## src/rtl/palette_selector.sv

```systemverilog
// Colour palette selector: debounced left/right stepping through swatches plus a menu-bar overlay.
// Optional build macro PALETTE_AUTOREPEAT_EN makes a held button repeat once per lockout period.
`timescale 1ns/1ps
module palette_selector #(
  parameter int          NUM_COLOURS     = 13,
  parameter int          DEBOUNCE_CYCLES = 25000000,
  parameter int          WRAP            = 0,
  parameter int          MENU_Y0         = 54,
  parameter logic [15:0] HIGHLIGHT       = 16'hF800
) (
  input  logic        CLOCK,
  input  logic        RESET_N,
  input  logic [12:0] pixel_index,
  input  logic        sel_en,
  input  logic        menu_en,
  input  logic        btnR,
  input  logic        btnL,
  input  logic [15:0] curr_pixel_oled,
  output logic [15:0] oled_data,
  output logic [15:0] selected_colour,
  output logic [3:0]  sel_idx,
  output logic        sel_changed
);

  localparam int          LW   = $clog2(DEBOUNCE_CYCLES);
  localparam logic [LW-1:0] LOCK_LOAD = LW'(DEBOUNCE_CYCLES - 1);
  localparam logic [3:0]  LAST = 4'(NUM_COLOURS - 1);
  localparam logic [6:0]  Y0   = 7'(MENU_Y0);
  localparam logic [6:0]  Y9   = 7'(MENU_Y0 + 9);
  localparam logic [6:0]  YB0  = 7'(MENU_Y0 + 2);
  localparam logic [6:0]  YB1  = 7'(MENU_Y0 + 7);
  localparam logic [6:0]  YF0  = 7'(MENU_Y0 + 4);
  localparam logic [6:0]  YF1  = 7'(MENU_Y0 + 5);

  function automatic logic [15:0] palette(input logic [3:0] k);
    case (k)
      4'd0:    palette = 16'h0000;
      4'd1:    palette = 16'hFED3;
      4'd2:    palette = 16'hFD46;
      4'd3:    palette = 16'hC240;
      4'd4:    palette = 16'hF800;
      4'd5:    palette = 16'hCB5D;
      4'd6:    palette = 16'h1619;
      4'd7:    palette = 16'h2B58;
      4'd8:    palette = 16'h0C8A;
      4'd9:    palette = 16'h7687;
      4'd10:   palette = 16'hFFCB;
      4'd11:   palette = 16'h7BEF;
      4'd12:   palette = 16'hC618;
      default: palette = 16'h0000;
    endcase
  endfunction

  assign selected_colour = palette(sel_idx);

  logic [1:0]    sync_r;
  logic [1:0]    sync_l;
  logic [LW-1:0] lockout;
  logic          arm;
  logic          one_btn;
  logic          at_end;
  logic          do_step;
  logic [3:0]    next_idx;

  assign one_btn = sync_r[1] ^ sync_l[1];
  assign at_end  = sync_r[1] ? (sel_idx == LAST) : (sel_idx == 4'd0);
  assign do_step = sel_en && (lockout == '0) && arm && one_btn && ((WRAP != 0) || !at_end);

  always_comb begin
    next_idx = sel_idx;
    if (sync_r[1])
      next_idx = at_end ? 4'd0 : sel_idx + 4'd1;
    else
      next_idx = at_end ? LAST : sel_idx - 4'd1;
  end

  always_ff @(posedge CLOCK or negedge RESET_N) begin
    if (!RESET_N) begin
      sync_r      <= '0;
      sync_l      <= '0;
      lockout     <= '0;
      sel_idx     <= '0;
      sel_changed <= 1'b0;
    end else begin
      sync_r      <= {sync_r[0], btnR};
      sync_l      <= {sync_l[0], btnL};
      sel_changed <= do_step;
      if (do_step) begin
        sel_idx <= next_idx;
        lockout <= LOCK_LOAD;
      end else if (lockout != '0) begin
        lockout <= lockout - LW'(1);
      end
    end
  end

`ifdef PALETTE_AUTOREPEAT_EN
  assign arm = 1'b1;
`else
  // Re-arm only once both buttons are seen released, so a held button steps once.
  always_ff @(posedge CLOCK or negedge RESET_N) begin
    if (!RESET_N)
      arm <= 1'b1;
    else if (do_step)
      arm <= 1'b0;
    else if (!sync_r[1] && !sync_l[1])
      arm <= 1'b1;
  end
`endif

  logic [6:0]  px;
  logic [6:0]  py;
  logic [6:0]  bx0;
  logic [6:0]  bx1;
  logic        border;
  logic        box_sel;
  logic        fill_hit;
  logic [15:0] fill_col;

  assign px  = 7'(pixel_index % 13'd96);
  assign py  = 7'(pixel_index / 13'd96);
  assign bx0 = 7'd3 + 7'd7 * {3'b000, sel_idx};
  assign bx1 = bx0 + 7'd5;

  assign border  = (py == Y0) || (py == Y9) ||
                   (((px == 7'd0) || (px == 7'd95)) && (py > Y0) && (py < Y9));
  assign box_sel = (py >= YB0) && (py <= YB1) && (px >= bx0) && (px <= bx1) &&
                   ((px == bx0) || (px == bx1) || (py == YB0) || (py == YB1));

  always_comb begin
    fill_hit = 1'b0;
    fill_col = 16'h0000;
    if ((py == YF0) || (py == YF1)) begin
      for (int k = 0; k < NUM_COLOURS; k++) begin
        if ((px >= 7'(5 + 7 * k)) && (px <= 7'(6 + 7 * k))) begin
          fill_hit = 1'b1;
          fill_col = palette(4'(k));
        end
      end
    end
  end

  always_ff @(posedge CLOCK or negedge RESET_N) begin
    if (!RESET_N)
      oled_data <= 16'h0000;
    else if (sel_en && menu_en) begin
      if (border)
        oled_data <= 16'h0000;
      else if (box_sel)
        oled_data <= HIGHLIGHT;
      else if (fill_hit)
        oled_data <= fill_col;
      else
        oled_data <= curr_pixel_oled;
    end else
      oled_data <= curr_pixel_oled;
  end

endmodule
```

## config.mk

```make
export PLATFORM = sky130hd
export DESIGN_NAME = palette_selector
export DESIGN_NICKNAME = d
export VERILOG_FILES = /design/src/rtl/palette_selector.sv
export SDC_FILE = /design/constraint.sdc
export NUM_CORES = 1
export LEC_CHECK = 0
export ABC_AREA = 1
export BUFFER_PORTS_ARGS = -buffer_cell sky130_fd_sc_hd__buf_2
export CAP_MARGIN = 20
export CELL_PAD_IN_SITES_DETAIL_PLACEMENT = 1
export CELL_PAD_IN_SITES_GLOBAL_PLACEMENT = 2
export CORE_MARGIN = 4
export CORE_UTILIZATION = 34
export CTS_CLUSTER_SIZE = 20
export DETAILED_ROUTE_END_ITERATION = 10
export PLACE_DENSITY_LB_ADDON = 0.25
export SYNTH_ARGS = -nofsm -noshare
export SYNTH_HDL_FRONTEND = slang
export SYNTH_SLANG_ARGS = --single-unit
```

## constraint.sdc

```tcl
create_clock -name CLOCK -period 7.8 [get_ports CLOCK]
set_input_delay 1.56 -clock CLOCK [delete_from_list [all_inputs] [get_ports CLOCK]]
set_output_delay 1.56 -clock CLOCK [all_outputs]
set_load 0.01 [all_outputs]
```

Yosys cells after proc, flatten, opt, wreduce, memory -nomap -nowiden
Memories as Yosys holds them, arrays and structs flattened.
Index checks and enable logic that the tools add are counted.
{"block": "op_classes", "n_addsub": 5, "mul": 1, "div": 2, "n_lt_le_gt_ge": 32, "eq_ne": 10, "mux": 39, "bitwise_logic": 1, "reduce_logical": 41}
{"operator": "$mux 16", "n": 17}
{"operator": "$mux 25", "n": 2}
{"operator": "$eq 7x6->1 const B", "n": 6}
{"operator": "$ge 7x6->1 const B", "n": 6}
{"operator": "$le 7x6->1 const B", "n": 6}
{"operator": "$ge 7x7->1 const B", "n": 4}
{"operator": "$le 7x7->1 const B", "n": 4}
{"operator": "$logic_and 1x1->1", "n": 25}
{"operator": "$logic_not 25->1", "n": 1}
{"operator": "$reduce_bool 25->1", "n": 1}
{"operator": "$sub 25x1->25 const B", "n": 1}
{"operator": "$mux 1", "n": 17}
{"operator": "$eq 7x7->1", "n": 2}
{"operator": "$ge 7x5->1 const B", "n": 2}
{"operator": "$le 7x5->1 const B", "n": 2}
{"operator": "$div 13x7->13 const B", "n": 1}
{"operator": "$mod 13x7->13 const B", "n": 1}
{"operator": "$mux 4", "n": 3}
{"operator": "$add 2x7->7 const A", "n": 1}
{"operator": "$add 7x3->7 const B", "n": 1}
{"operator": "$eq 7x7->1 const B", "n": 1}
{"operator": "$ge 7x3->1 const B", "n": 1}
{"operator": "$ge 7x4->1 const B", "n": 1}
{"operator": "$ge 7x7->1", "n": 1}
{"operator": "other kinds (15)", "n": 24}
{"block": "totals", "ff_bits": 51, "mem_bits_ro": 256, "in_bits": 35, "out_inout_bits": 37, "wordCells": 139, "n_memories": 1}
{"name": "(no name shown)", "depth": 16, "width": 16, "rd": 1, "rd_ports_with_merged_regs": 0, "write_ports": 0, "line_no": "36", "rtl": "case (k)"}

Depth between registers and ports, before layout
Gate-level depths: netlist of the first run.
{"block": "depth", "depth_word": 21, "ltp_mapped": 32, "ltp_nobuf": 31}

Worst setup path after synthesis of the first run
Ideal clock, no wire load.
{"block": "synth_timing", "path_type": "input to register", "start": "input port pixel_index[12]", "end": "register oled_data[10]", "setup_time_ns": 0.117, "t_arrival_ns": 4.342, "t_required_ns": 7.683, "setup_slack_ns": 3.341, "stages": 27, "path_buffers": 1, "path_cell_list": "inv_1 -> nand3_1 -> nand2_1 -> inv_2 -> o21ai_1 -> nand2_1 -> o21ai_1 -> nand2_1 -> nand2_2 -> nand2_1 -> nand3_2 -> nand2_2 -> nand2_1 -> nand2_2 -> inv_1 -> nand2_1 -> nand2_2 -> inv_2 -> ha_1 -> o211ai_1 -> or3_1 -> a22o_1 -> a21oi_1 -> a21oi_1 -> buf_2 -> nand3_1 -> nand2_1"}
{"block": "synth_via", "elab_chain_cells": 21, "word_cells_on_any_way": 101, "classes_between": "div: 2; order compare: 32; eq/ne: 9; mux: 31; reduce/logical: 27"}
{"element": "start, declared", "line_no": "13", "rtl": "input logic [12:0] pixel_index,"}
{"element": "$mod 13x7->13", "line_no": "120", "rtl": "assign px = 7'(pixel_index % 13'd96);"}
{"element": "$ge 7x3->1 or $le 7x3->1 (tied branches)", "line_no": "135", "rtl": "if ((px >= 7'(5 + 7 * k)) && (px <= 7'(6 + 7 * k))) begin"}
{"element": "$logic_and 1x1->1", "line_no": "135"}
{"element": "$mux 1 (13 in a row)", "line_no": "135"}
{"element": "$mux 1", "line_no": "133", "rtl": "if ((py == YF0) || (py == YF1)) begin"}
{"element": "$mux 16", "line_no": "151", "rtl": "else if (fill_hit)"}
{"element": "$mux 16", "line_no": "149", "rtl": "else if (box_sel)"}
{"element": "$mux 16 (*)", "line_no": "147", "rtl": "if (border)"}
{"element": "$mux 16 (*)", "line_no": "146", "rtl": "else if (sel_en && menu_en) begin"}
{"element": "end signal, assigned", "line_no": "152", "rtl": "oled_data <= fill_col;"}
{"element": "end signal, assigned", "line_no": "154", "rtl": "oled_data <= curr_pixel_oled;"}
{"element": "end signal, assigned", "line_no": "156", "rtl": "oled_data <= curr_pixel_oled;"}
{"element": "end, declared", "line_no": "19", "rtl": "output logic [15:0] oled_data,"}
Every way passes the cells marked *; elsewhere a longest branch is shown, timed or not.
A chain may end at the register's enable or synchronous reset.

Worst setup path after layout of the first run
{"block": "layout_timing", "start": "register sel_idx[2]", "end": "register oled_data[3]"}
{"block": "layout_via", "elab_chain_cells": 11, "word_cells_on_any_way": 16, "classes_between": "add/sub: 2; mul: 1; order compare: 2; eq/ne: 2; mux: 3; reduce/logical: 6"}
{"element": "start, declared", "line_no": "21", "rtl": "output logic [3:0] sel_idx,"}
{"element": "start signal, assigned", "line_no": "89", "rtl": "sel_idx <= next_idx;"}
{"element": "$mul 3x4->7 (*)", "line_no": "122", "rtl": "assign bx0 = 7'd3 + 7'd7 * {3'b000, sel_idx};"}
{"element": "$add 2x7->7 (*)", "line_no": "122"}
{"element": "parallel branches: the longest is 5 deep, another holds $add 7x3->7"}
{"element": "$logic_and 1x1->1 (*)", "line_no": "127", "rtl": "assign box_sel = (py >= YB0) && (py <= YB1) && (px >= bx0) && (px <= bx1) &&"}
{"element": "$mux 16 (*)", "line_no": "149"}
{"element": "$mux 16 (*)", "line_no": "147"}
{"element": "$mux 16 (*)", "line_no": "146"}
Mark *: on every way between the ends.

==> impl_metrics.yaml, run 1 <==
clocking:
  cts_hold_buf: 0
  cts_setup_buffers: 0
  insertion_delay_ps: 300
  clockBufferDepth: 2
  cts_buffers: 5
  post_cts_resized: 0
  clock_sinks: 51
  htree_levels: 2
  clk_pin_slew_worst_paths_ps: 80
  cts_tree: "done"
  root_buffer: "clkbuf_16"
placement:
  hpwl_mm: 11.1
  gp_congestion: 0.859
  preCtsSetupSlack_ps: 2340
  dpl_cell_area_mm2: 0.00518
  port_buffers: 71
  dp_cells: 935
pwr:
  vdd_drop_max_v: 0.0000705
  power_uw: 664
  leakage_nw: 2.97
  power_density_mw_per_mm2: 125
floorplanning:
  initial_core_util_pct: 35.0
  die_h_um: 125
  dieArea_mm2: 0.0157
  die_w_um: 125
  num_rows: 42
  pin_count: 72
  core_mm2: 0.0133
yosys:
  synth_top_area_share_pct: 26.7
  synth-compound-area-share_pct: 11.6
  synth_cells: 703
  yosys.area_share.simple_pct: 35.7
  synth_nets: 782
  synth_xor_area_share_pct: 3.56
  synth-edff-count: 0
  synth_top_family_by_area: "simple AND/OR/NAND/NOR gates"
  ys_ff_latch: 51
  synth_cell_types: 42
  synthFlopType: "dfrtp_1"
  async_reset_ff_share_pct: 100
  muxShareOfSynthArea_pct: 0
  yosysWarnings: 0
  ys_top_cells_by_count: "nand2_1, inv_1, nor2_1, nand3_1, dfrtp_1"
  avgSynthCellArea_um2: 6.65
  yosys-top-cells-area: "dfrtp_1, nand2_1, ha_1"
  synth_top_area_cell: "dfrtp_1"
  syn_area_mm2: 0.00468
  synthAdderAreaFrac_pct: 12.4
  ys_seq_area_share_pct: 27.3
  post-synth-top-count-cell: "nand2_1"
grt:
  grt_max_degree: 52
  antenna_found_initial: 0
  gr-total-overflow: 0
  grt_use_total_pct: 18.0
  grt_pass1_vias: 4938
  grt_pass1_wl_mm: 24.1
  met1_usage_pct: 25.0
  busiest_layer: "met2"
  grt_util_met3_pct: 1.92
  use_met2_pct: 30.7
timing:
  fin_ws_ps: 2660
  setup_viol: 0
  fmax_mhz: 195
  fin_skew_ps: 11.7
  rsz0062_at_grt: "false"
  tightestPinTransition_ps: 942
  slew_viol_final: 0
  fin_crit_ps: 5140
  finalHoldViolCount: 0
  relSlewSlack_pct: 37.2
  finalCritPeriodShare_pct: 65.9
  setup_tns_ps: 0
cells_and_area:
  syn_to_final_growth_pct: 14.1
  final_cells: 943
  fin_area_mm2: 0.00534
  fin_nets: 845
  drive_gt1_share_pct: 14.3
  n_fill_cell: 1789
  n_antenna_cell: 0
critical_path:
  path_class: "flop to flop"
  crit_required_ps: 8010
  worstRegToRegCells: 18
  worstSetupEndpointType: "flop"
  cp_max_fo: 17
  r2r_end: "oled_data[3]$_DFF_PN0_"
  critPathArrivalTime_ps: 5350
  r2r-start: "sel_idx[2]$_DFFE_PN0P_"
  critPathCapture: "oled_data[3]$_DFF_PN0_"
  cp-startpoint: "sel_idx[2]$_DFFE_PN0P_"
  r2r_slack_ps: 2660
  critPathLaunchType: "flop"
routing:
  dr.pass1.iters: 4
  vias: 4689
  drc_errors: 0
  route.antenna.remaining_nets: 0
  vias_per_cell: 4.97
  wl_per_cell_um: 14.7
  wirelength_mm: 13.9
  drt_first_iter_violations: 204
outcome:
  status: "finished clean"
run:
  maxCapViolCount: 0
hold_path:
  hold_path.class: "flop to flop"
## final cells by class
| class | count | area, um^2 | share of cell area [%] |
|---|---|---|---|
| inverters | 98 | 368 | 6.89 |
| flip-flops and latches | 51 | 1280 | 23.9 |
| repair buffers | 72 | 363 | 6.80 |
| well taps | 176 | 220 | 4.13 |
| clock inverters | 3 | 26.3 | 0.492 |
| clock buffers | 5 | 125 | 2.34 |
| multi-input cells | 538 | 2960 | 55.4 |
## sequential cells by signal, indices dropped and copies added (netlist names)
signal and flops:
arm 1, lockout 25, oled_data 16, sel_changed 1, sel_idx 4, sync_l 2, sync_r 2
## worst max-delay path, stage by stage (launching register included)
cell      delay [ps]
dfrtp_1          780
fa_1             540
ha_1             310
inv_1             50
fa_1             400
xnor2_1          380
inv_1            130
a21oi_1          200
nor3b_1          270
xor2_1           180
ha_1             260
o211ai_1         110
or3_1            150
nand3_1           80
o21ai_0           80
nand2_1           90
a21oi_1          730
nand2_1          130
a21oi_1          180
## cell usage in the layout (no fill, tap or decap), drive strengths merged, types with 2 or more instances in the layout
master and count:
xor2 12, nand4 8, a21oi 20, o21bai 2, or2 5, clkbuf 5
buf 72, nor3b 3, nand2 200, nand3b 2, inv 98, or3 3
nor3 18, clkinv 3, fa 4, xnor2 7, nor2 72, nand3 64
a21o 2, dfrtp 50, o21ai 54, o211ai 8, o31ai 3, ha 40
nor4 4
## how the worst min path moves through the flow
| stage | cells past startpoint | startpoint | endpoint |
|---|---|---|---|
| 6_report | 0 | sync_l[0]$_DFF_PN0_ | sync_l[1]$_DFF_PN0_ |
| 5_1_grt | 0 | sync_l[0]$_DFF_PN0_ | sync_l[1]$_DFF_PN0_ |
| 4_1_cts | 0 | sync_l[0]$_DFF_PN0_ | sync_l[1]$_DFF_PN0_ |
| 3_5_place_dp | 0 | sync_r[0]$_DFF_PN0_ | sync_r[1]$_DFF_PN0_ |
| 3_3_place_gp | 0 | sync_l[0]$_DFF_PN0_ | sync_l[1]$_DFF_PN0_ |
| 2_1_floorplan | 0 | sync_l[0]$_DFF_PN0_ | sync_l[1]$_DFF_PN0_ |
## cell families after synthesis
logic type | count (synthesis)
compound gates | 95
flops | 51
fa+ha+maj | 44
buf+inv | 114
simple gates | 380
xor+xnor | 19
## routing by layer
metal  share of wire, %  up-vias  wire length [um]
met2                 46       75              6370
met4               0.85        0               118
li1                   -     2392                 -
met3                2.9        9               401
met1                 50     2213              6960
met5                  0        -                 0
## report_power, final
part	switching, mW	leakage [nW]	internal [mW]
registers	0.00249	0.602	0.272
clock network	0.106	0.0748	0.122
logic	0.110	2.29	0.0525
total	0.218	2.97	0.447
## stage by stage
step                      hold slack, ps  utilization, %
after floorplan                      331               -
after detailed placement             350            38.8
after global routing                 378            40.0
final                                371            40.0
after CTS                            373            40.0
after global placement               336            38.8
No activity file was read; power rests on OpenSTA's default activity.
==> inputs of run 2 (changes only) <==
Settings changed: ABC_AREA 1 to 0, CORE_UTILIZATION 34 to 32.
Clock period 7.8 ns to 4.6 ns, I/O delays scaled along.
==> run 2 against run 1 <==
Net effect: the flow now finishes with violations (negative setup slack); sequential share of layout area is 4.0 points lower; setup slack worse by 2800 ps; synthesized area is 12% higher; power is 73% higher; clock skew is 0.62 ps higher; hold slack worse by 5.5 ps; combinational power is 96% higher; critical path type unchanged.
==> impl_metrics.yaml, run 2 <==
outcome:
  status: "finished with violations"
  violations: "negative setup slack"
cells_and_area:
  regMostFlops: "lockout"
  largestRegisters: "lockout: 25 flops, oled_data: 16 flops, sel_idx: 4 flops"
  n_antenna_cell: 0
  utilization_pct: 40.4
  layout_common_cells: "buf_2, buf_4, nand2_1"
  n_fill_cell: 1961
  drive_gt1_share_pct: 28.2
  fin_nets: 818
  final_cells: 956
  largest_reg_flops: 25
  syn_to_final_growth_pct: 23.1
yosys:
  synth_top_area_cell: "dfrtp_1"
  yosys-top-cells-area: "dfrtp_1, ha_1, nand2_1"
  synth_cell_types: 92
  yosysWarnings: 0
  async_reset_ff_share_pct: 100
  synthFlopType: "dfrtp_1"
  synth_nets: 707
  ys_ff_latch: 51
  synth-edff-count: 0
  avgSynthCellArea_um2: 8.33
  ys_seq_area_share_pct: 24.4
  synth_cells: 628
  post-synth-top-count-cell: "nand2_1"
  ys_top_cells_by_count: "nand2_1, dfrtp_1, nor2_1, ha_1, o21ai_0"
  synth_top_area_share_pct: 23.9
  syn_area_mm2: 0.00523
pwr:
  power_density_mw_per_mm2: 179
  comb_power_share_pct: 27.6
  vdd_drop_max_v: 0.000124
  p_sw_share_pct: 31.2
  p_sw_uw: 359
  leakage_nw: 2.79
  internal_power_uw: 791
  pwr-share-seq_pct: 40.3
  clockPowerShare_pct: 32.1
critical_path:
  worstSetupEndpointType: "flop"
  path_buf_inv: 0
  crit_required_ps: 4770
  crit_top_cell: "a211o_1"
  slowest_delay_ps: 490
  crit_family: "compound AO/OA/AOI/OAI gates"
  worstPathCellList: "fa_1 > ha_1 > ha_4 > a211oi_4 > nor2_2 > o21a_1 > nor2_2 > xor2_2 > xnor2_1 > ha_1 > nand2_2 > a211o_1 > o221ai_1 > a211o_1 > a311o_1 > a211o_1 > and2_4 > and4_4 > a22o_1"
  path_class: "flop to flop"
  cp_slowest_cell: "fa_1"
  critPathLaunchType: "flop"
  critPathArrivalTime_ps: 4880
  cp_max_fo: 6
timing:
  tightestPinTransition_ps: 662
  finalCritPeriodShare_pct: 102
  fin_crit_ps: 4710
  finalHoldViolCount: 0
  slew_viol_final: 0
  fin_ws_ps: -108
  fmax_mhz: 212
  fin_skew_ps: 12.4
  relSlewSlack_pct: 55.9
  rsz0062_at_grt: "true"
  setup_viol: 16
  setup_tns_ps: -1190
routing:
  wl_met1_mm: 7.37
  drc_errors: 0
  met2_length_mm: 8.24
  wirelength_mm: 16.3
  drt_first_iter_violations: 207
  wl_per_cell_um: 17.1
  highest_layer: "met5"
  dr.pass1.iters: 4
  vias: 5095
  route.met3.wl_um: 599
  route.antenna.remaining_nets: 0
  vias_per_cell: 5.33
clocking:
  clockBufferDepth: 2
  cts_hold_buf: 0
  clock_sinks: 51
  cts_buffers: 5
  root_buffer: "clkbuf_16"
  insertion_delay_ps: 290
  cts_tree: "done"
  clk_pin_slew_worst_paths_ps: 70
  htree_levels: 2
grt:
  grt_use_total_pct: 17.7
  grt_pass1_wl_mm: 27.3
  antenna_found_initial: 2
  grt_pass1_vias: 5430
  gr-total-overflow: 0
  grt_max_degree: 52
placement:
  preCtsSetupSlack_ps: -358
  port_buffers: 71
  gp_congestion: 0.838
  hpwl_mm: 12.9
  dp_cells: 945
hold_path:
  hold_path.class: "flop to flop"
floorplanning:
  die_w_um: 136
  pin_count: 72
  num_rows: 46
  initial_core_util_pct: 32.8
  core_mm2: 0.0159
  die_h_um: 136
  dieArea_mm2: 0.0185
run:
  maxCapViolCount: 0
run 2: changes by cell type after synthesis, moves of 12 or more:
| cell | delta |
|---|---|
| nand2_1 | -122 |
| inv_1 | -64 |
| nand3_1 | -34 |
| nor2_1 | -27 |
| nor2b_1 | +13 |
| o21ai_0 | -13 |
| xnor2_1 | +12 |
run 2: cell type report:
class / count / area, um^2 / area share, %
repair buffers: 143 / 900 / 14.0
well taps: 216 / 270 / 4.20
flip-flops and latches: 51 / 1280 / 19.9
multi-input cells: 509 / 3740 / 58.0
clock buffers: 6 / 129 / 2.00
clock inverters: 2 / 13.8 / 0.214
inverters: 29 / 109 / 1.69
run 2: cell families after synthesis:
logic type | share of synthesized area [%]
adders and majority gates | 11.1
xor gates and xnor gates | 5.83
buffers and inverters | 6.36
AOI/OAI and AO/OA | 23.4
muxes | 2.61
and+or+nand+nor | 26.3
DFF | 24.4
run 2: final timing paths:
| path | start | endpoint | slack [ps] | depth (start not counted) |
|---|---|---|---|---|
| max in group asynchronous | RESET_N | sel_idx[1]$_DFFE_PN0P_ | 3390 | 2 |
| max reg2reg | sel_idx[1]$_DFFE_PN0P_ | oled_data[2]$_DFF_PN0_ | -110 | 19 |
| min | sync_r[0]$_DFF_PN0_ | sync_r[1]$_DFF_PN0_ | 370 | 0 |
| min in group asynchronous | RESET_N | sync_r[1]$_DFF_PN0_ | 730 | 2 |
| max | sel_idx[1]$_DFFE_PN0P_ | oled_data[2]$_DFF_PN0_ | -110 | 19 |
| min reg2reg | sync_r[0]$_DFF_PN0_ | sync_r[1]$_DFF_PN0_ | 370 | 0 |
run 2: metal layers:
metal	global-route usage, %	vias up
met5	0	-
met3	2.11	11
li1	-	2514
met2	31.2	77
met1	23.9	2491
met4	2.41	2
run 2: power by group through the flow:
stage	clock network [mW]	registers, mW	logic (mW)
global route	0.401	0.465	0.349
detailed placement	0	0.472	0.315
floorplan	0	0.477	0.192
CTS	0.380	0.464	0.319
finish	0.370	0.463	0.317
global placement	0	0.472	0.309
run 2: repair_timing:
| action | 4_1_cts | 5_1_grt |
|---|---|---|
| endpoints found under the setup margin | 16 | 16 |
| setup buffers | 2 | 1 |
| endpoints found under the hold margin | 0 | 0 |
| pin swaps | 1 | 18 |
| resized for setup | 6 | 11 |
run 2: stage by stage:
step / hold slack (ps) / total power [mW] / cell area [um^2]
after floorplan: 331 / 0.670 / 5270
after global placement: 338 / 0.781 / 6180
after detailed placement: 336 / 0.787 / 6180
after CTS: 369 / 1.16 / 6360
after global routing: 377 / 1.22 / 6440
final: 365 / 1.15 / 6440
